<file path="config.mk">
export PLATFORM = sky130hd
export DESIGN_NAME = restoring_div_u
export DESIGN_NICKNAME = d
export VERILOG_FILES = /design/src/rtl/div_pkg.sv /design/src/rtl/div_step.sv /design/src/rtl/restoring_div_u.sv
export SDC_FILE = /design/constraint.sdc
export NUM_CORES = 1
export LEC_CHECK = 0
export CAP_MARGIN = 20
export CORE_MARGIN = 5
export CORE_UTILIZATION = 40
export CTS_BUF_LIST = sky130_fd_sc_hd__clkbuf_16
export DETAILED_ROUTE_END_ITERATION = 8
export HOLD_SLACK_MARGIN = 0.05
export PLACE_DENSITY_LB_ADDON = 0.1
export SLEW_MARGIN = 20
export SYNTH_ARGS = -nofsm -noshare
export SYNTH_HDL_FRONTEND = slang
export SYNTH_SLANG_ARGS = --single-unit
export TNS_END_PERCENT = 50
</file>
<file path="constraint.sdc">
create_clock -name clk -period 3.4 [get_ports clk]
set_input_delay 0.68 -clock clk [delete_from_list [all_inputs] [get_ports clk]]
set_output_delay 0.68 -clock clk [all_outputs]
set_load 0.01 [all_outputs]
</file>
<file path="src/rtl/div_pkg.sv">
//==============================================================================
// Module      : div_pkg
// Description : Shared widths, state encoding and constants for the restoring
//               divider (restoring_div_u and div_step).
// Revision    : 1.0 - initial release
//==============================================================================
`default_nettype none

package div_pkg;

    localparam int DIV_W = 32;
    localparam int CNT_W = 6;

    // Quotient reported when the divisor is zero.
    localparam logic [DIV_W-1:0] DIV_ZERO_QUO = {DIV_W{1'b1}};

    typedef enum logic [1:0] {
        IDLE = 2'd0,
        CALC = 2'd1,
        FIX  = 2'd2,
        DONE = 2'd3
    } div_state_t;

    // Two's-complement magnitude. The most negative value maps onto itself,
    // which read as unsigned is exactly its magnitude.
    function automatic logic [DIV_W-1:0] div_mag(input logic [DIV_W-1:0] v);
        return v[DIV_W-1] ? (~v + DIV_W'(1)) : v;
    endfunction

endpackage

`default_nettype wire

</file>
<file path="src/rtl/div_step.sv">
//==============================================================================
// Module      : div_step
// Description : One combinational restoring-division step over the {rem,quo}
//               pair: shift left by one, trial-subtract the divisor from the
//               upper half, keep the difference (quo LSB=1) or restore
//               (quo LSB=0).
// Ports       : i_rem, i_quo - current partial remainder / quotient
//               i_dvs        - divisor magnitude
//               o_rem, o_quo - values after this step
// Revision    : 1.0 - initial release
//==============================================================================
`default_nettype none

module div_step
    import div_pkg::*;
(
    input  logic [DIV_W-1:0] i_rem,
    input  logic [DIV_W-1:0] i_quo,
    input  logic [DIV_W-1:0] i_dvs,
    output logic [DIV_W-1:0] o_rem,
    output logic [DIV_W-1:0] o_quo
);

    // The shifted remainder needs one extra bit: it can reach 2*dvs-1, and
    // the divisor magnitude may use all DIV_W bits.
    logic [DIV_W:0] w_part;
    logic [DIV_W:0] w_diff;

    assign w_part = {i_rem, i_quo[DIV_W-1]};
    assign w_diff = w_part - {1'b0, i_dvs};

    // w_part < 2*dvs, so the MSB of the difference is a clean borrow flag.
    always_comb begin
        o_rem = w_part[DIV_W-1:0];
        o_quo = {i_quo[DIV_W-2:0], 1'b0};
        if (!w_diff[DIV_W]) begin
            o_rem = w_diff[DIV_W-1:0];
            o_quo = {i_quo[DIV_W-2:0], 1'b1};
        end
    end

endmodule

`default_nettype wire

</file>
<file path="src/rtl/restoring_div_u.sv">
//==============================================================================
// Module      : restoring_div_u
// Description : Sequential 32-bit restoring divider. One quotient bit per
//               clock in CALC (32 cycles), sign fix-up in FIX, one-cycle done
//               pulse in DONE. Start-to-done latency is 33 edges; a zero
//               divisor goes straight to DONE.
// Config      : define DIV_SIGNED_EN for two's-complement operands (truncating
//               division, remainder takes the dividend's sign). Undefined:
//               unsigned operands, identical latency.
// Ports       : clk         - clock, rising edge
//               n_rst       - asynchronous active-low reset
//               start       - request, sampled only in IDLE
//               dividend    - numerator
//               divisor     - denominator
//               quotient    - registered quotient
//               remainder   - registered remainder
//               busy        - high in every state except IDLE
//               done        - one-cycle result-valid pulse
//               div_by_zero - registered divide-by-zero flag
// Revision    : 1.0 - initial release
//==============================================================================
`default_nettype none

module restoring_div_u
    import div_pkg::*;
(
    input  logic             clk,
    input  logic             n_rst,
    input  logic             start,
    input  logic [DIV_W-1:0] dividend,
    input  logic [DIV_W-1:0] divisor,
    output logic [DIV_W-1:0] quotient,
    output logic [DIV_W-1:0] remainder,
    output logic             busy,
    output logic             done,
    output logic             div_by_zero
);

    div_state_t       r_state;
    div_state_t       w_next;
    logic [CNT_W-1:0] r_cnt;
    logic [DIV_W-1:0] r_rem;
    logic [DIV_W-1:0] r_quo;
    logic [DIV_W-1:0] r_dvs;
    logic [DIV_W-1:0] r_quotient;
    logic [DIV_W-1:0] r_remainder;
    logic             r_dbz;

    logic [DIV_W-1:0] w_a_mag;
    logic [DIV_W-1:0] w_b_mag;
    logic [DIV_W-1:0] w_step_rem;
    logic [DIV_W-1:0] w_step_quo;
    logic [DIV_W-1:0] w_fix_quo;
    logic [DIV_W-1:0] w_fix_rem;
    logic             w_accept;
    logic             w_zero;
    logic             w_last;

    assign w_accept = (r_state == IDLE) && start;
    assign w_zero   = (divisor == '0);
    assign w_last   = (r_cnt == CNT_W'(DIV_W - 1));

`ifdef DIV_SIGNED_EN
    // Signs are captured with the operands; the core only sees magnitudes.
    logic r_q_neg;
    logic r_r_neg;

    assign w_a_mag   = div_mag(dividend);
    assign w_b_mag   = div_mag(divisor);
    assign w_fix_quo = r_q_neg ? (~r_quo + DIV_W'(1)) : r_quo;
    assign w_fix_rem = r_r_neg ? (~r_rem + DIV_W'(1)) : r_rem;

    always_ff @(posedge clk or negedge n_rst) begin
        if (!n_rst) begin
            r_q_neg <= 1'b0;
            r_r_neg <= 1'b0;
        end else if (w_accept) begin
            r_q_neg <= dividend[DIV_W-1] ^ divisor[DIV_W-1];
            r_r_neg <= dividend[DIV_W-1];
        end
    end
`else
    assign w_a_mag   = dividend;
    assign w_b_mag   = divisor;
    assign w_fix_quo = r_quo;
    assign w_fix_rem = r_rem;
`endif

    div_step u_step (
        .i_rem (r_rem),
        .i_quo (r_quo),
        .i_dvs (r_dvs),
        .o_rem (w_step_rem),
        .o_quo (w_step_quo)
    );

    always_ff @(posedge clk or negedge n_rst) begin
        if (!n_rst) begin
            r_state <= IDLE;
        end else begin
            r_state <= w_next;
        end
    end

    always_comb begin
        w_next = r_state;
        busy   = 1'b1;
        done   = 1'b0;
        case (r_state)
            IDLE: begin
                busy = 1'b0;
                if (start) begin
                    w_next = w_zero ? DONE : CALC;
                end
            end
            CALC: begin
                if (w_last) begin
                    w_next = FIX;
                end
            end
            FIX: begin
                w_next = DONE;
            end
            DONE: begin
                done   = 1'b1;
                w_next = IDLE;
            end
            default: begin
                w_next = IDLE;
            end
        endcase
    end

    always_ff @(posedge clk or negedge n_rst) begin
        if (!n_rst) begin
            r_cnt       <= '0;
            r_rem       <= '0;
            r_quo       <= '0;
            r_dvs       <= '0;
            r_quotient  <= '0;
            r_remainder <= '0;
            r_dbz       <= 1'b0;
        end else begin
            if (w_accept) begin
                r_cnt <= '0;
                r_rem <= '0;
                r_quo <= w_a_mag;
                r_dvs <= w_b_mag;
                // Divide-by-zero results are final at the start edge.
                if (w_zero) begin
                    r_quotient  <= DIV_ZERO_QUO;
                    r_remainder <= dividend;
                    r_dbz       <= 1'b1;
                end
            end
            if (r_state == CALC) begin
                r_rem <= w_step_rem;
                r_quo <= w_step_quo;
                r_cnt <= r_cnt + CNT_W'(1);
            end
            if (r_state == FIX) begin
                r_quotient  <= w_fix_quo;
                r_remainder <= w_fix_rem;
                r_dbz       <= 1'b0;
            end
        end
    end

    assign quotient    = r_quotient;
    assign remainder   = r_remainder;
    assign div_by_zero = r_dbz;

endmodule

`default_nettype wire

</file>
==> flow_metrics.env <==
export IMPL_grt_pass1_wl_um=38500
export IMPL_synth_distinct_cells=60
export IMPL_drive_gt1_share_pct=12.9
export IMPL_syn2layout_area_growth_pct=29.1
export IMPL_slowest_delay_ns=0.39
export IMPL_synth_cells=974
export IMPL_synth_xor_area_share_pct=2.56
export IMPL_synth_area_per_cell_um2=9.48
export IMPL_power_leakage_nw=5.23
export IMPL_tns_ns=0
export IMPL_cp_start_kind="flop"
export IMPL_finalHoldViolCount=0
export IMPL_slew_headroom_pct=57.2
export IMPL_arrival_ns=3.52
export IMPL_wl_per_cell_um=16.4
export IMPL_crit_reg2reg_launch="r_quo[31]$_DFFE_PN0P_"
export IMPL_final_net_count=1244
export IMPL_period_share_pct=94.8
export IMPL_coreArea_um2=22700
export IMPL_rsz0062_at_grt="yes"
export IMPL_worst_pin_slew_ns=0.643
export IMPL_grt_max_degree=100
export IMPL_required_ns=3.69
export IMPL_nFillCells=2116
export IMPL_ys_seq_area_share_pct=45.8
export IMPL_via_per_inst=5.14
export IMPL_drt_iter0_drc=535
export IMPL_vias=7382
export IMPL_drc_errors=0
export IMPL_root_buffer="clkbuf_16"
export IMPL_synth_top_area_cell="dfrtp_1"
export IMPL_rows=55
export IMPL_synth_compound_area_share_pct=15.3
export IMPL_yosys_area_share_simple_pct=13.3
export IMPL_pre_cts_ws_ns=-0.291
export IMPL_fmax_mhz=310
export IMPL_ys_flop_type="dfrtp_1"
export IMPL_first_global_vias=7174
export IMPL_irDropWorstVdd_uv=393
export IMPL_routabilityCongestion=0.810
export IMPL_fin_ws_ns=0.176
export IMPL_dp_cells=1401
export IMPL_antenna_left=0
export IMPL_clk_pin_slew_ns=0.08
export IMPL_r2r_slack_ns=0.18
export IMPL_stdcell_count=1436
export IMPL_postCtsHoldBufs=0
export IMPL_fin_crit_ns=3.22
export IMPL_overflow=0
export IMPL_holdWs_ns=0.215
export IMPL_slew_viol_final=0
export IMPL_htree_levels=4
export IMPL_powerDensity_nw_per_um2=990
export IMPL_drt_pass1_iter_count=5
export IMPL_cts_buffers_inserted=17
export IMPL_slowest_stage="fa_1"
export IMPL_die_y_um=162
export IMPL_antenna_found_initial=0
export IMPL_dieArea_um2=26200
export IMPL_endpoint="r_rem[29]$_DFFE_PN0P_"
export IMPL_io_buffer_count=133
export IMPL_muxShareOfSynthArea_pct=13.2
export IMPL_cp_buffers_inverters=5
export IMPL_cts_buffer_depth=2
export IMPL_hold_path_class="in2async"
export IMPL_synthTopCellsByCount="dfrtp_1, nand2_1, o21ai_0"
export IMPL_synth_top_family_by_area="compound AO/OA/AOI/OAI gates"
export IMPL_yosysWarnings=0
export IMPL_crit_path_end_kind="flop"
export IMPL_regArea_um2=4230
export IMPL_grt_usage_pct=18.2
export IMPL_path_max_fanout=7
export IMPL_dpl_hpwl_um=17600
export IMPL_maxCapViolations=0
export IMPL_clock_sinks=169
export IMPL_outcome="finished clean"
export IMPL_clk_latency_ns=0.42
export IMPL_cts_tree="yes"
export IMPL_syn_area_um2=9230
export IMPL_cp_top_family="compound AO/OA/AOI/OAI gates"
export IMPL_ys_seq_elements=169
export IMPL_worstSetupStartpoint="r_quo[31]$_DFFE_PN0P_"
export IMPL_initial_core_util_pct=40.7
export IMPL_finalSetupViolCount=0
export IMPL_cp_depth=16
export IMPL_synth_top_area_share_pct=45.8
export IMPL_synthTopCellsByArea="dfrtp_1, mux2i_1, o21ai_0"
export IMPL_cp_cell_sequence="inv_1, ha_1, inv_1, fa_1, a211oi_2, o211ai_1, a41oi_2, o21ba_2, a21oi_4, buf_4, nor4_4, a311oi_4, buf_12, buf_4, nand2_2, o221ai_1"
export IMPL_yosysMostFrequentCell="dfrtp_1"
export IMPL_antenna_cells=0
export IMPL_pin_count=134
export IMPL_multiInputGateArea_um2=4650
export IMPL_synth_nets=1080
export IMPL_fp_dieW_um=162
export IMPL_reg2regPathDepth=16
export IMPL_ys_async_sr_fraction_pct=100
export IMPL_synth_edf_count=0
export IMPL_wl_um=23500
export IMPL_worstReg2RegEnd="r_rem[29]$_DFFE_PN0P_"
export IMPL_yosys_area_share_adder_pct=5.37
export IMPL_path_class="reg2reg"
export IMPL_finalClockSkew_ns=0.00924
==> placed cells by master, fill, tap and decap left out, types with 3 or more instances in the layout <==
cell type and count:
dfrtp_1 169, nand2_1 145, clkdlybuf4s50_1 132, o21ai_0 122
mux2i_1 86, buf_4 60, nor2_1 52, inv_1 45
nand3_1 36, ha_1 36, a21oi_1 35, mux2_2 32
o21ai_1 17, clkbuf_16 17, o221ai_1 16, xnor2_1 16
xor2_1 11, a21o_1 8, nand4_1 8, nor4_1 8
o211ai_1 7, buf_6 7, o21a_1 6, nor2b_1 5
inv_8 5, buf_12 5, inv_6 4, clkinvlp_4 4
or3_1 3, nor3b_1 3, nor3_1 3, o21bai_1 3
==> what timing repair did <==
item,in CTS,in global routing
pin swaps,1,2
setup endpoints to repair,33,33
setup buffers,2,1
gates resized for setup,2,8
==> cell families (layout without fill, tap and decap cells) <==
group / count (synthesis) / after routing
adder cells (fa/ha/maj): 39 / 39
AO/OA/AOI/OAI: 237 / 237
buffers and inverters: 104 / 281
flip-flops: 169 / 169
AND/OR/NAND/NOR: 280 / 280
multiplexers: 118 / 118
XOR/XNOR: 27 / 27
==> power by group <==
group	total [mW]	switching, mW	leakage [nW]	internal [mW]
Sequential	3.43	0.581	2.15	2.85
Combinational	6.50	3.37	2.81	3.13
Clock	1.87	0.899	0.268	0.968
Total	11.8	4.85	5.23	6.95
==> through the flow <==
| step | utilization (%) | instance area, µm² | total power [mW] |
|---|---|---|---|
| 3_3_place_gp | 49.6 | 11300 | 9.73 |
| 5_1_grt | 52.5 | 11900 | 12.8 |
| 4_1_cts | 52.2 | 11900 | 11.8 |
| 2_1_floorplan | - | 9230 | 7.45 |
| 6_report | 52.5 | 11900 | 11.8 |
| 3_5_place_dp | 49.6 | 11300 | 9.83 |
==> cell type report <==
cell class,instances,share of cell area [%]
inverters,45,1.42
well taps,285,2.99
repair buffers,204,16.4
clock buffers,17,3.57
multi-input cells,701,39.0
flip-flops and latches,169,35.5
clock inverters,15,1.12
==> flip-flops by register name (all words and copies together) (netlist names) <==
name / cells
quotient: 32
remainder: 32
r_dvs: 32
r_rem: 32
r_state: 2
r_cnt: 6
r_quo: 32
div_by_zero: 1
==> routing by layer <==
metal | vias up | GRT usage [%] | share of wire, % | routed length [µm]
met2 | 147 | 26.5 | 42 | 9970
met3 | 10 | 3.68 | 4.5 | 1060
met5 | - | 0 | 0 | 0
met4 | 0 | 3.11 | 0.58 | 136
met1 | 3459 | 28.3 | 52 | 12300
li1 | 3766 | - | - | -
==> how the worst min path moves through the flow <==
| stage | endpoint | cells after the start |
|---|---|---|
| 2_1_floorplan | div_by_zero$_DFFE_PN0P_ | 0 |
| 3_3_place_gp | div_by_zero$_DFFE_PN0P_ | 2 |
| 3_5_place_dp | r_cnt[5]$_DFFE_PN0P_ | 1 |
| 4_1_cts | quotient[4]$_DFFE_PN0P_ | 1 |
| 5_1_grt | r_quo[5]$_DFFE_PN0P_ | 1 |
| 6_report | r_quo[5]$_DFFE_PN0P_ | 1 |
Power figures use the tool's default switching activity.
